**config.mk**
```make
export PLATFORM = sky130hd
export DESIGN_NAME = mem_port_arbiter
export DESIGN_NICKNAME = d
export VERILOG_FILES = /design/src/rtl/mem_port_arbiter.sv
export SDC_FILE = /design/constraint.sdc
export NUM_CORES = 1
export LEC_CHECK = 0
export ABC_CLOCK_PERIOD_IN_PS = 5450
export CAP_MARGIN = 25
export CORE_UTILIZATION = 55
export CTS_CLUSTER_DIAMETER = 40
export DETAILED_ROUTE_END_ITERATION = 10
export PLACE_DENSITY = 0.81
export SLEW_MARGIN = 20
export SYNTH_ARGS = -nofsm -noshare
export SYNTH_HDL_FRONTEND = slang
export SYNTH_SLANG_ARGS = --single-unit
```
**constraint.sdc**
```tcl
create_clock -name MemClk -period 5.45 [get_ports MemClk]
set_clock_uncertainty 0.1 [all_clocks]
set_input_delay 0.8175 -clock MemClk [delete_from_list [all_inputs] [get_ports MemClk]]
set_output_delay 0.8175 -clock MemClk [all_outputs]
set_load 0.01 [all_outputs]
```
**src/rtl/mem_port_arbiter.sv**
```systemverilog
// rtl/mem_port_arbiter.sv - round-robin arbiter of per-channel command FIFOs onto one memory port
module mem_port_arbiter #(
    parameter int  CHANNELS = 2,
    parameter int  ADDR_W   = 22,
    parameter int  DATA_W   = 16,
    parameter int  DEPTH    = 8,
    parameter int  RD_LAT   = 2,
    localparam int MW       = DATA_W / 8,
    localparam int CH_W     = (CHANNELS > 1) ? $clog2(CHANNELS) : 1
) (
    input  logic                       MemClk,
    input  logic                       Reset,
    input  logic [CHANNELS-1:0]        ch_Valid,
    output logic [CHANNELS-1:0]        ch_Ready,
    input  logic [CHANNELS-1:0]        ch_Read,
    input  logic [CHANNELS*ADDR_W-1:0] ch_Address,
    input  logic [CHANNELS*MW-1:0]     ch_DQmask,
    input  logic [CHANNELS*DATA_W-1:0] ch_DataWrite,
    input  logic                       P0_Ready,
    output logic                       P0_Valid,
    output logic                       P0_Read,
    output logic [ADDR_W-1:0]          P0_Address,
    output logic [MW-1:0]              P0_DQmask,
    output logic [DATA_W-1:0]          P0_DataWrite,
    input  logic [DATA_W-1:0]          P0_DataRead,
    output logic                       rsp_Valid,
    output logic [CH_W-1:0]            rsp_Channel,
    output logic [DATA_W-1:0]          rsp_Data
);
    localparam int AW = $clog2(DEPTH);
    localparam int EW = 1 + ADDR_W + MW + DATA_W;

    logic [EW-1:0]       fifo_mem [CHANNELS][DEPTH];
    logic [AW:0]         wr_ptr   [CHANNELS];
    logic [AW:0]         rd_ptr   [CHANNELS];
    logic [EW-1:0]       entry_in [CHANNELS];
    logic [CHANNELS-1:0] empty, full, push, pop;

    logic [CH_W-1:0]     rr_ptr, grant_ch, cur_ch, next_ptr;
    logic [CH_W:0]       cand;
    logic                grant_any, load_en;
    logic [EW-1:0]       head;

    logic [RD_LAT-1:0]   pipe_v;
    logic [CH_W-1:0]     pipe_ch [RD_LAT];

    always_comb begin
        empty = '0;
        full  = '0;
        push  = '0;
        for (int i = 0; i < CHANNELS; i++) begin
            empty[i]    = (wr_ptr[i] == rd_ptr[i]);
            full[i]     = (wr_ptr[i][AW] != rd_ptr[i][AW]) &&
                          (wr_ptr[i][AW-1:0] == rd_ptr[i][AW-1:0]);
            push[i]     = ch_Valid[i] && !full[i];
            entry_in[i] = {ch_Read[i], ch_Address[i*ADDR_W +: ADDR_W],
                           ch_DQmask[i*MW +: MW], ch_DataWrite[i*DATA_W +: DATA_W]};
        end
    end

    assign ch_Ready = ~full;

    // Search starts at rr_ptr, the channel after the last grant.
    always_comb begin
        grant_any = 1'b0;
        grant_ch  = '0;
        cand      = '0;
        for (int k = 0; k < CHANNELS; k++) begin
            cand = {1'b0, rr_ptr} + (CH_W+1)'(k);
            if (cand >= (CH_W+1)'(CHANNELS)) begin
                cand = cand - (CH_W+1)'(CHANNELS);
            end
            if (!grant_any && !empty[cand[CH_W-1:0]]) begin
                grant_any = 1'b1;
                grant_ch  = cand[CH_W-1:0];
            end
        end
    end

    assign load_en  = !P0_Valid || P0_Ready;
    assign head     = fifo_mem[grant_ch][rd_ptr[grant_ch][AW-1:0]];
    assign next_ptr = (grant_ch == CH_W'(CHANNELS - 1)) ? '0 : grant_ch + CH_W'(1);

    always_comb begin
        pop = '0;
        if (load_en && grant_any) begin
            pop[grant_ch] = 1'b1;
        end
    end

    always_ff @(posedge MemClk or negedge Reset) begin
        if (!Reset) begin
            for (int i = 0; i < CHANNELS; i++) begin
                wr_ptr[i] <= '0;
                rd_ptr[i] <= '0;
            end
        end else begin
            for (int i = 0; i < CHANNELS; i++) begin
                if (push[i]) wr_ptr[i] <= wr_ptr[i] + (AW+1)'(1);
                if (pop[i])  rd_ptr[i] <= rd_ptr[i] + (AW+1)'(1);
            end
        end
    end

    always_ff @(posedge MemClk) begin
        for (int i = 0; i < CHANNELS; i++) begin
            if (push[i]) fifo_mem[i][wr_ptr[i][AW-1:0]] <= entry_in[i];
        end
    end

    // The P0 register reloads in the issue cycle itself, giving one command per cycle.
    always_ff @(posedge MemClk or negedge Reset) begin
        if (!Reset) begin
            P0_Valid     <= 1'b0;
            P0_Read      <= 1'b0;
            P0_Address   <= '0;
            P0_DQmask    <= '1;
            P0_DataWrite <= '0;
            cur_ch       <= '0;
            rr_ptr       <= '0;
        end else if (load_en) begin
            if (grant_any) begin
                P0_Valid     <= 1'b1;
                P0_Read      <= head[EW-1];
                P0_Address   <= head[EW-2 -: ADDR_W];
                P0_DQmask    <= head[EW-1] ? '1 : head[DATA_W +: MW];
                P0_DataWrite <= head[DATA_W-1:0];
                cur_ch       <= grant_ch;
                rr_ptr       <= next_ptr;
            end else begin
                P0_Valid  <= 1'b0;
                P0_Read   <= 1'b0;
                P0_DQmask <= '1;
            end
        end
    end

    always_ff @(posedge MemClk or negedge Reset) begin
        if (!Reset) begin
            pipe_v      <= '0;
            for (int k = 0; k < RD_LAT; k++) pipe_ch[k] <= '0;
            rsp_Valid   <= 1'b0;
            rsp_Channel <= '0;
            rsp_Data    <= '0;
        end else begin
            pipe_v[0]  <= P0_Valid && P0_Ready && P0_Read;
            pipe_ch[0] <= cur_ch;
            for (int k = 1; k < RD_LAT; k++) begin
                pipe_v[k]  <= pipe_v[k-1];
                pipe_ch[k] <= pipe_ch[k-1];
            end
            rsp_Valid <= pipe_v[RD_LAT-1];
            if (pipe_v[RD_LAT-1]) begin
                rsp_Channel <= pipe_ch[RD_LAT-1];
                rsp_Data    <= P0_DataRead;
            end
        end
    end
endmodule

```
==> impl_results.md <==
* Largest net degree at the start of global routing at 90
* Max Transition Viols Final at 0
* Final Hold Violating Endpoints at 0
* Die ar. at 0.05334 mm^2
* # setup viols final at 0
* Pwr dens at 602.4 mW/mm^2
* Leakage power at 11.56 nW
* CTS tree: done
* Maximum clock insertion buffer count at 3
* Routability cong. at 0.8138
* Clock-pin slew on the worst setup and hold paths at 0.06 ns
* All-Layer GR Usage at 26.87%
* CTS resizes at 0
* Dpl hpwl at 40230 um
* RSZ-0062 raised after global routing: no
* Tcrit/Tclk final at 81.49%
* Total CTS buffers at 85
* Later-pin clock latency in the skew report at 0.62 ns
* Max-cap check violation count at 0
* GRT overflow at 0
* Peak VDD IR at 0.4481 mV
* Crit path capture type: register
* Initial antenna violation count at 4
* Tot Pwr at 20.63 mW
* Int Power at 13.34 mW
* Clock power frac at 27.5%
* Post-Synthesis Net Count at 1808
* Ports at 165
* Share of layout cells above drive strength 1 at 14.70%
* DR WL/cell at 26.75 um
* CTS Root Cell: clkbuf_16
* Netlist cell types at 44
* CORE AREA at 0.05151 mm^2
* Die width at 231.0 um
* Startpoint types: register
* First drt pass iteration count at 5
* Final period demand of the worst path at 4.441 ns
* Crit-path max FO at 68
* Slew headroom at 31.44%
* Status: completed
* Vias per cell at 6.351
* Cell area after synthesis at 0.02883 mm^2
* Syn_area_per_cell at 16.95 um^2
* Switch Pwr at 7.298 mW
* Post-route setup TNS at 0 ns
* Vias in the first global route at 16898
* Mapped Cells at 1701
* Yosys warns at 0
* WP data required at 5.84 ns
* Hold-fix buffer count after cts at 0
* Site Rows at 83
* Post-route DRC at 0
* Routed Antenna Nets at 0
* Fmax at 0.2252 GHz
* CTS Sinks at 738
* Post-synthesis sequential area ratio at 75.45%
* Initial core utilization at 55.98%
* Final WL at 70450 um
* IO buf count at 164
* Yosys reg bits at 738
* Final Util at 66.50%
* Number of DRC markers in iteration 0 at 2208
* First-pass GRT wire length at 105100 um
* Via count at 16729
* WS Path Type: reg2reg
* Combinational share of power at 33.8%
* Die Y at 231.0 um
* Flop pwr share at 38.7%
* Htree depth at 3
* Reg2Reg Depth at 8
* Hold crit path type: in2async
* Worst path arrival time at 4.83 ns
* Sw frac at 35.37%
* # nets final at 1988
* Post CTS Setup Buffer Count at 0
* Actual slew at the worst max-slew pin at 1.026 ns
* Area Overhead vs Synth at 18.81%
-- cells in the final DEF (no fill, tap or decap), types with 31 or more instances in the layout --
cell	instances
dfrtp_1	76
nor2b_1	113
mux4_2	31
buf_4	39
mux2_2	46
nand3_1	31
clkbuf_16	89
edfxtp_1	656
nand2_1	62
mux2i_1	123
clkdlybuf4s50_1	163
a211oi_1	224
o21ai_0	58
-- registers in the layout, indices dropped and copies added (netlist names), 2 cells and up --
register      cells
fifo_mem        656
P0_Address       22
P0_DataWrite     16
rsp_Data         16
rd_ptr            8
wr_ptr            8
P0_DQmask         2
pipe_ch           2
pipe_v            2
-- cell families (layout without fill, tap and decap cells) --
logic type / count (synthesis) / in the layout / synth area share [%]
AO/OA/AOI/OAI: 320 / 320 / 7.807
XOR/XNOR: 20 / 20 / 0.6075
flip-flops: 738 / 738 / 75.45
AND/OR/NAND/NOR: 298 / 298 / 5.559
other: 0 / 2 / 0
adder cells (fa/ha/maj): 4 / 4 / 0.1736
multiplexers: 204 / 204 / 8.662
buffers and inverters: 117 / 368 / 1.744
-- Yosys cell counts (all sizes together) --
| library cell | instances | share of area, % |
|---|---|---|
| a31oi | 2 | 0.043 |
| a211oi | 224 | 5.8 |
| a21o | 1 | 0.026 |
| buf | 39 | 0.72 |
| a2111oi | 1 | 0.052 |
| nand2 | 62 | 0.81 |
| edfxtp | 656 | 68 |
| dfstp | 2 | 0.18 |
| dfrtp | 80 | 6.9 |
| nor3 | 8 | 0.14 |
| ha | 4 | 0.17 |
| mux4 | 31 | 2.4 |
| xnor2 | 6 | 0.18 |
| nand4 | 2 | 0.043 |
| nor2b | 113 | 2.5 |
| mux2 | 48 | 1.9 |
| and2 | 4 | 0.087 |
| and4 | 1 | 0.030 |
| o21bai | 1 | 0.039 |
| or2 | 1 | 0.022 |
| o22ai | 10 | 0.22 |
| nor2 | 34 | 0.44 |
| a21oi | 12 | 0.21 |
| inv | 2 | 0.026 |
| o311a | 10 | 0.35 |
| nand2b | 7 | 0.15 |
| nor4 | 12 | 0.28 |
| nand3 | 31 | 0.54 |
| xor2 | 14 | 0.43 |
| or4 | 1 | 0.026 |
| o21ba | 1 | 0.035 |
| nor4b | 1 | 0.082 |
| and3 | 21 | 0.46 |
| mux2i | 125 | 4.4 |
| clkbuf | 76 | 0.99 |
| o21ai | 58 | 1.0 |
-- layer usage --
layer  up-vias  global-route usage, %  part of all wire [%]
li1       7125                      -                     -
met1      8347                  36.14                    37
met2      1064                  43.46                    48
met3       189                  5.484                    11
met4         4                  10.12                   3.3
met5         -                      0                 0.044
-- path summary, 6_finish.rpt --
kind	start	endpoint	slack, ns
max	rd_ptr[4]	P0_Address[17]	1.01
min	Reset	P0_DataWrite[5]	0.21
max reg2reg	rd_ptr[4]	P0_Address[17]	1.01
min reg2reg	pipe_ch[1]	pipe_ch[0]	0.25
max in group asynchronous	Reset	rd_ptr[0]	3.94
min in group MemClk	pipe_ch[1]	pipe_ch[0]	0.25
-- worst max-delay path: stages, from the launching register on --
cell and delay (ns):
dfrtp_4 0.98, xor2_1 0.34, nor4b_4 0.12, o21bai_4 0.81, mux2i_4 0.67, buf_4 0.56, nand2_1 0.15, and3_1 0.21
nor4_1 0.32
-- metrics by stage --
| stage | hold slack [ns] | cells | cell area, um^2 | setup slack, ns |
|---|---|---|---|---|
| floorplan | 0.2312 | 1701 | 28830 | 0.6104 |
| global placement | 0.2338 | 2472 | 31360 | 1.356 |
| detailed placement | 0.2347 | 2473 | 31380 | 1.205 |
| CTS | 0.2195 | 2631 | 34220 | 1.116 |
| global route | 0.2505 | 2634 | 34260 | 0.8644 |
| finish | 0.2121 | 2634 | 34260 | 1.009 |
-- final cells by class --
class	count	area (um^2)
clock inverters	45	490.5
diodes	2	5.005
fillers	3311	17250
well taps	680	850.8
flip-flops and latches	738	21770
clock buffers	113	2357
inverters	2	7.507
repair buffers	208	2047
multi-input cells	846	6729
-- power by group through the flow --
stage               sequential [mW]  combinational, mW  clock [mW]
floorplan                      7.82               4.53           0
global placement               8.01               6.54           0
detailed placement             8.07               6.81           0
CTS                            7.98               6.91        5.72
global route                   8.07               7.41        5.94
finish                         7.99               6.97        5.68
Note: power is estimated with default switching activity, not from simulation.
